File: src/rtl/eth_types_pkg.sv
// Shared header widths, protocol constants, parser states and byte helpers.
package eth_types_pkg;

  localparam int MAC_W  = 48;
  localparam int IP_W   = 32;
  localparam int PORT_W = 16;
  localparam int LEN_W  = 16;

  localparam logic [15:0] ETHERTYPE_IPV4 = 16'h0800;
  localparam logic [7:0]  IP_PROTO_UDP   = 8'd17;

  localparam logic [5:0] ETH_HDR_LEN = 6'd14;
  localparam logic [5:0] IP_HDR_LEN  = 6'd20;
  localparam logic [5:0] UDP_HDR_LEN = 6'd8;

  typedef enum logic [2:0] {
    IDLE,
    ETH_HDR,
    IP_HDR,
    UDP_HDR,
    PAYLOAD,
    DISCARD
  } rx_state_e;

  // Big-endian byte idx (0 = most significant) of a MAC address.
  function automatic logic [7:0] mac_byte(input logic [MAC_W-1:0] mac, input logic [2:0] idx);
    logic [MAC_W-1:0] s;
    s = mac << {idx, 3'b000};
    return s[MAC_W-1 -: 8];
  endfunction

  // Big-endian byte idx (0 = most significant) of an IPv4 address.
  function automatic logic [7:0] ip_byte(input logic [IP_W-1:0] ip, input logic [1:0] idx);
    logic [IP_W-1:0] s;
    s = ip << {idx, 3'b000};
    return s[IP_W-1 -: 8];
  endfunction

endpackage

File: src/rtl/ip_csum_acc.sv
// Streaming 16-bit one's-complement accumulator fed one byte at a time.
// sum_incl is the running sum including the byte presented this cycle.
module ip_csum_acc (
  input  logic        clk,
  input  logic        rst,
  input  logic        clr,
  input  logic        add,
  input  logic        hi_byte,
  input  logic [7:0]  data,
  output logic [15:0] sum_incl
);

  logic [15:0] sum;
  logic [15:0] addend;
  logic [16:0] raw;

  // Place the byte in its word half and fold the carry back in.
  always_comb begin
    addend   = hi_byte ? {data, 8'h00} : {8'h00, data};
    raw      = {1'b0, sum} + {1'b0, addend};
    sum_incl = raw[15:0] + {15'd0, raw[16]};
  end

  // Running sum register.
  always_ff @(posedge clk or posedge rst) begin
    if (rst) begin
      sum <= 16'h0000;
    end else if (clr) begin
      sum <= 16'h0000;
    end else if (add) begin
      sum <= sum_incl;
    end
  end

endmodule

File: src/rtl/eth_udp_rx_parser.sv
// Byte-stream Ethernet/IPv4/UDP receive parser with payload forwarding.
//
// state   | meaning
// IDLE    | waiting for first byte of a frame (that byte is eth byte 0)
// ETH_HDR | checking dest MAC and ethertype, capturing src MAC
// IP_HDR  | checking IPv4 fields and header checksum, capturing src IP
// UDP_HDR | capturing ports and length
// PAYLOAD | forwarding udp_len-8 payload bytes
// DISCARD | dropping bytes until in_last
module eth_udp_rx_parser
  import eth_types_pkg::*;
#(
  parameter logic [MAC_W-1:0] LOCAL_MAC = 48'h02_00_00_00_00_01,
  parameter logic [IP_W-1:0]  LOCAL_IP  = 32'hC0A8_0164
) (
  input  logic              clk,
  input  logic              rst,
  input  logic [7:0]        in_data,
  input  logic              in_valid,
  input  logic              in_last,
  output logic              hdr_valid,
  output logic [MAC_W-1:0]  src_mac,
  output logic [IP_W-1:0]   src_ip,
  output logic [PORT_W-1:0] src_port,
  output logic [PORT_W-1:0] dest_port,
  output logic [LEN_W-1:0]  udp_len,
  output logic [7:0]        pay_data,
  output logic              pay_valid,
  output logic              pay_last,
  output logic              drop,
  output logic              trunc
);

  rx_state_e         state, state_nxt, adv_state;
  logic [5:0]        cnt, cnt_nxt;
  logic              bad, bad_nxt;
  logic              miss_loc, miss_loc_nxt, miss_bc, miss_bc_nxt;
  logic [LEN_W-1:0]  pay_rem, pay_rem_nxt;
  logic              hdr_nxt, drop_nxt, trunc_nxt, pv_nxt, pl_nxt;
  logic              byte_bad, hdr_end, hdr_fail;
  logic [15:0]       csum;
  logic [MAC_W-1:0]  sh_mac;
  logic [IP_W-1:0]   sh_ip;
  logic [PORT_W-1:0] sh_sport, sh_dport;
  logic [LEN_W-1:0]  sh_len;

  ip_csum_acc u_csum (
    .clk      (clk),
    .rst      (rst),
    .clr      (state != IP_HDR),
    .add      (in_valid && (state == IP_HDR)),
    .hi_byte  (~cnt[0]),
    .data     (in_data),
    .sum_incl (csum)
  );

  // Next-state, header verdicts and output pulses for the byte on the bus.
  always_comb begin
    state_nxt    = state;
    adv_state    = state;
    cnt_nxt      = cnt;
    bad_nxt      = bad;
    miss_loc_nxt = miss_loc;
    miss_bc_nxt  = miss_bc;
    pay_rem_nxt  = pay_rem;
    hdr_nxt      = 1'b0;
    drop_nxt     = 1'b0;
    trunc_nxt    = 1'b0;
    pv_nxt       = 1'b0;
    pl_nxt       = 1'b0;
    byte_bad     = 1'b0;
    hdr_end      = 1'b0;
    hdr_fail     = 1'b0;
    if (in_valid) begin
      case (state)
        IDLE: begin
          miss_loc_nxt = in_data != mac_byte(LOCAL_MAC, 3'd0);
          miss_bc_nxt  = in_data != 8'hFF;
          if (in_last) drop_nxt = 1'b1;
          else         state_nxt = ETH_HDR;
        end
        ETH_HDR: begin
          if (cnt < 6'd6) begin
            miss_loc_nxt = miss_loc | (in_data != mac_byte(LOCAL_MAC, cnt[2:0]));
            miss_bc_nxt  = miss_bc | (in_data != 8'hFF);
          end
          byte_bad  = ((cnt == 6'd12) && (in_data != ETHERTYPE_IPV4[15:8])) ||
                      ((cnt == 6'd13) && (in_data != ETHERTYPE_IPV4[7:0]));
          hdr_end   = cnt == ETH_HDR_LEN - 6'd1;
          hdr_fail  = bad | byte_bad | (miss_loc & miss_bc);
          adv_state = IP_HDR;
        end
        IP_HDR: begin
          case (cnt)
            6'd0:  byte_bad = in_data != 8'h45;
            6'd6:  byte_bad = in_data[5] | (|in_data[4:0]);
            6'd7:  byte_bad = in_data != 8'h00;
            6'd9:  byte_bad = in_data != IP_PROTO_UDP;
            6'd16, 6'd17, 6'd18, 6'd19:
                   byte_bad = in_data != ip_byte(LOCAL_IP, cnt[1:0]);
            default: byte_bad = 1'b0;
          endcase
          hdr_end   = cnt == IP_HDR_LEN - 6'd1;
          hdr_fail  = bad | byte_bad | (csum != 16'hFFFF);
          adv_state = UDP_HDR;
        end
        UDP_HDR: begin
          hdr_end   = cnt == UDP_HDR_LEN - 6'd1;
          hdr_fail  = sh_len < {10'd0, UDP_HDR_LEN};
          adv_state = PAYLOAD;
        end
        PAYLOAD: begin
          pv_nxt      = 1'b1;
          pl_nxt      = (pay_rem == 16'd1) | in_last;
          trunc_nxt   = in_last & (pay_rem != 16'd1);
          pay_rem_nxt = pay_rem - 16'd1;
          if (pay_rem == 16'd1) state_nxt = in_last ? IDLE : DISCARD;
          else if (in_last)     state_nxt = IDLE;
        end
        DISCARD: begin
          if (in_last) state_nxt = IDLE;
        end
        default: state_nxt = IDLE;
      endcase

      if (state inside {ETH_HDR, IP_HDR, UDP_HDR}) begin
        if ((state == UDP_HDR) && hdr_end && !hdr_fail) begin
          // Header accepted; zero-length payload or early end still reports it.
          hdr_nxt     = 1'b1;
          pay_rem_nxt = sh_len - {10'd0, UDP_HDR_LEN};
          if (sh_len == {10'd0, UDP_HDR_LEN}) begin
            state_nxt = in_last ? IDLE : DISCARD;
          end else if (in_last) begin
            trunc_nxt = 1'b1;
            state_nxt = IDLE;
          end else begin
            state_nxt = PAYLOAD;
          end
        end else if (in_last || (hdr_end && hdr_fail)) begin
          drop_nxt  = 1'b1;
          state_nxt = in_last ? IDLE : DISCARD;
        end else if (hdr_end) begin
          state_nxt = adv_state;
        end
      end

      // Counter restarts on every state entry; the IDLE byte is eth byte 0.
      if ((state_nxt != state) || (state == IDLE)) begin
        cnt_nxt = ((state == IDLE) && (state_nxt == ETH_HDR)) ? 6'd1 : 6'd0;
        bad_nxt = 1'b0;
      end else begin
        cnt_nxt = cnt + 6'd1;
        bad_nxt = bad | byte_bad;
      end
    end
  end

  // FSM state, counters and registered control pulses.
  always_ff @(posedge clk or posedge rst) begin
    if (rst) begin
      state     <= IDLE;
      cnt       <= 6'd0;
      bad       <= 1'b0;
      miss_loc  <= 1'b0;
      miss_bc   <= 1'b0;
      pay_rem   <= '0;
      hdr_valid <= 1'b0;
      drop      <= 1'b0;
      trunc     <= 1'b0;
      pay_valid <= 1'b0;
      pay_last  <= 1'b0;
    end else begin
      state     <= state_nxt;
      cnt       <= cnt_nxt;
      bad       <= bad_nxt;
      miss_loc  <= miss_loc_nxt;
      miss_bc   <= miss_bc_nxt;
      pay_rem   <= pay_rem_nxt;
      hdr_valid <= hdr_nxt;
      drop      <= drop_nxt;
      trunc     <= trunc_nxt;
      pay_valid <= pv_nxt;
      pay_last  <= pl_nxt;
    end
  end

  // Shadow field capture while parsing; publish to outputs only on accept.
  always_ff @(posedge clk or posedge rst) begin
    if (rst) begin
      sh_mac    <= '0;
      sh_ip     <= '0;
      sh_sport  <= '0;
      sh_dport  <= '0;
      sh_len    <= '0;
      src_mac   <= '0;
      src_ip    <= '0;
      src_port  <= '0;
      dest_port <= '0;
      udp_len   <= '0;
      pay_data  <= 8'h00;
    end else begin
      if (in_valid) begin
        case (state)
          ETH_HDR: if ((cnt >= 6'd6) && (cnt < 6'd12)) sh_mac <= {sh_mac[MAC_W-9:0], in_data};
          IP_HDR:  if ((cnt >= 6'd12) && (cnt < 6'd16)) sh_ip <= {sh_ip[IP_W-9:0], in_data};
          UDP_HDR: begin
            if (cnt < 6'd2)                         sh_sport <= {sh_sport[7:0], in_data};
            else if (cnt < 6'd4)                    sh_dport <= {sh_dport[7:0], in_data};
            else if (cnt < 6'd6)                    sh_len   <= {sh_len[7:0], in_data};
          end
          PAYLOAD: pay_data <= in_data;
          default: ;
        endcase
      end
      if (hdr_nxt) begin
        src_mac   <= sh_mac;
        src_ip    <= sh_ip;
        src_port  <= sh_sport;
        dest_port <= sh_dport;
        udp_len   <= sh_len;
      end
    end
  end

endmodule
File: config.mk
export PLATFORM = sky130hd
export DESIGN_NAME = eth_udp_rx_parser
export DESIGN_NICKNAME = d
export VERILOG_FILES = /design/src/rtl/eth_types_pkg.sv /design/src/rtl/ip_csum_acc.sv /design/src/rtl/eth_udp_rx_parser.sv
export SDC_FILE = /design/constraint.sdc
export NUM_CORES = 1
export LEC_CHECK = 0
export ABC_AREA = 1
export CORE_MARGIN = 2
export CORE_UTILIZATION = 40
export CTS_BUF_LIST = sky130_fd_sc_hd__clkbuf_8
export DETAILED_ROUTE_END_ITERATION = 6
export PLACE_DENSITY_LB_ADDON = 0.05
export SLEW_MARGIN = 20
export SYNTH_ARGS = -nofsm -noshare
export SYNTH_HDL_FRONTEND = slang
export SYNTH_HIERARCHICAL = 1
export SYNTH_SLANG_ARGS = --single-unit
File: constraint.sdc
create_clock -name clk -period 24.2 [get_ports clk]
set_clock_uncertainty 0.2 [all_clocks]
set_input_delay 2.42 -clock clk [delete_from_list [all_inputs] [get_ports clk]]
set_output_delay 2.42 -clock clk [all_outputs]
set_load 0.05 [all_outputs]
==> results.md <==
- Crit path largest cell delay: 0.91 ns
- Hpwl dp: 25,700 um
- Worst R2R Path Depth: 33
- Tcrit/Tclk final: 0.363
- CP Class: input pin to register
- Die extent in x: 196 um
- Worst R2R End: src_mac[19]$_DFFE_PP0P_
- Count of final hold-check violations: 0
- Status: completed
- Row count: 70
- Critical Path Fanout Max: 122
- Crit. End Element: register
- Vias post-DR: 11,700
- Synth Flop Type: dfrtp_1
- Most Crowded Layer GR: met2
- Largest delay share family, worst path: buffers and inverters
- Layout area overhead: 20.6%
- GR Util All Layers: 0.203
- Minimum clock period: 8.79 ns
- Slew Viols, Final: 0
- Initial antenna violation count: 0
- Hold EP: sh_ip[27]$_DFFE_PP0P_
- First-pass GRT wire length: 62,100 um
- Placed cell areas: 0.0167 sq mm
- Hold buffer count at CTS: 0
- Initial core utilization: 0.405
- Cell mode on critical path: nand2_1
- GRT met1 Usage: 0.288
- Largest net degree at the start of global routing: 170
- Met3 Use GR: 0.0359
- Clock root buffer: clkbuf_8
- Slowest-stage cell, CP: buf_4
- Maximum clock frequency: 0.114 GHz
- Syn_nets: 1,816
- WL/cell: 15.5 um
- Yosys top cell by area: dfrtp_1
- GRT met2 Usage: 0.315
- Num CTS Buffers: 53
- Worst-Skew Late Latency: 0.62 ns
- Post-synth design cell area: 0.0148 sq mm
- Reg2reg start: cnt[0]$_DFFE_PP0P_
- RSZ-0062 raised after global routing: false
- Slew at the pin with the worst max-slew slack: 1.06 ns
- DR iter-0 viols: 698
- Async S/R FF share, synth: 1.00
- Diode count: 0
- CTS tree: built
- Synth warn: 6
- CTS H-tree depth: 2
- Crit path buf inv count: 6
- CORE AREA: 0.0365 sq mm
- Hold depth: 2
- Global placer's final weighted congestion: 0.909
- Final instance area: 0.0178 sq mm
- First-pass DRT Iterations: 7
- Worst IR Drop VDD: 48.8 uV
- Post-synthesis sequential area ratio: 0.530
- IO Count: 153
- EDFF count, synth: 0
- Slew margin rel.: 0.295
- Post-Place Setup Slack: 14.75 ns
- Util after Layout: 0.488
- DIE HEIGHT: 196 um
- Via/cell ratio: 4.83
- IO buf count: 152
- # DRC: 0
- Avg Cell Area, Syn: 8.32 sq um
- Setup_tns: 0 ns
- Post-route ant nets: 0
- Final setup fails: 0
- Clock sinks: 313
- Reg clk slew, reported paths: 0.06 ns
- CTS resizes: 0
- Vias in the first global route: 11,600
- CP startpoint kind: input pin
- Flop2flop setup slack: 16.95 ns
- Final nets: 1,960
- Power per cell area: 67.4 mW/mm^2
- Layout cells sized above 1: 0.0901
- Worst hold path type: register to register
- Total length of routed wires: 37,700 um
- Syn Inst Count: 1,778
- Leak: 8.51 nW
- Tot Pwr: 0.00120 W
- Hold_sp: sh_ip[19]$_DFFE_PP0P_
- Max_cap viols: 0
- Seq cells post-synth: 313
- Worst Path Arrival: 9.11 ns
- Post-route worst setup slack: 15.41 ns
- Postcts setup bufs: 0
- Yosys cell types: 49
- Share of the synthesized area in the top cell type: 0.530
- Maximum root-to-sink buffer count: 3
- CP required: 24.52 ns
- GRT Residual Overflow: 0
- Top post-synthesis cells by area: dfrtp_1, nand2_1, o21ai_0
- Full die area: 0.0385 sq mm
## layout make-up
class | instances | area, sq um
sequential | 313 | 7830
multi-input combinational | 1152 | 5750
clock buffer | 74 | 1020
timing repair buffer | 159 | 1590
tap | 468 | 586
clock inverter | 24 | 139
fill | 3602 | 18700
inverter | 243 | 930
## worst min-delay path: cells and delay by family, from the launching register on
family / cells / cell delay, ns
DFF: 1 / 0.34
and+or+nand+nor: 1 / 0.05
AOI/OAI and AO/OA: 1 / 0.05
## sequential cells by signal, indices dropped and copies added (netlist names)
signal      count
sh_mac         48
src_mac        48
sh_ip          32
src_ip         32
dest_port      16
pay_rem        16
sh_dport       16
sh_len         16
sh_sport       16
src_port       16
u_csum/sum     16
udp_len        16
pay_data        8
cnt             6
state           3
bad             1
drop            1
hdr_valid       1
miss_bc         1
miss_loc        1
pay_last        1
pay_valid       1
trunc           1
## cells by family after synthesis
group,count (synthesis),synth area share
adder cells (fa/ha/maj),26,0.0225
flip-flops,313,0.530
AO/OA/AOI/OAI,325,0.116
buffers and inverters,313,0.0837
XOR/XNOR,31,0.0184
AND/OR/NAND/NOR,770,0.230
## routing by layer
metal  part of all wire  routed length [um]
met4              0.025                 952
met5                  0                   0
met2               0.44               16700
met3              0.043                1620
met1               0.49               18400
## Yosys cell counts, types with 7 or more instances
library cell  count
nand4_1          21
dfrtp_1         313
nor2_1           77
o21ai_1         102
o21ai_0         172
nand2_2          21
ha_1             25
buf_2            28
nand2_1         518
inv_1           226
nor2_2           14
a22o_1            7
a21oi_1          17
o211ai_1         10
nor3_1           13
inv_2            16
clkbuf_1         34
nand3_2           8
nand3_1          61
xor2_1           27
## layout by cell type, fill, tap and decap left out, types with 13 or more instances in the layout
master and count:
nand4_1 21, xor2_1 27, ha_1 25, nor2_1 76, inv_2 15, dfrtp_1 313
nor3_1 13, nand2_1 518, a21oi_1 17, o21ai_1 102, nor2_2 15, clkbuf_8 74
nand3_1 61, inv_1 241, o21ai_0 172, nand2_2 21, clkdlybuf4s50_1 152
## worst max path at each step
stage,cells after the start,startpoint,end,slack (ns)
2_1_floorplan,1,rst,bad$_DFFE_PP0P_,13.38
3_3_place_gp,35,in_data[0],src_ip[31]$_DFFE_PP0P_,15.04
3_5_place_dp,36,in_data[0],src_mac[19]$_DFFE_PP0P_,14.75
4_1_cts,36,in_data[0],src_ip[15]$_DFFE_PP0P_,15.40
5_1_grt,36,in_data[0],src_ip[26]$_DFFE_PP0P_,14.71
6_report,36,in_data[0],src_mac[19]$_DFFE_PP0P_,15.41
## where the power goes
part	leakage (nW)	switching, W	internal [W]
clock	0.658	0.000216	0.000282
combinational	3.60	0.0000967	0.0000444
sequential	4.25	0.0000184	0.000545
total	8.51	0.000331	0.000871
## stage by stage
stage,hold WS [ns],cells
after CTS,0.274,2433
after floorplan,0.249,1778
final,0.271,2433
after global routing,0.294,2433
after detailed placement,0.260,2335
after global placement,0.257,2335
(Power assumes the default switching activity.)
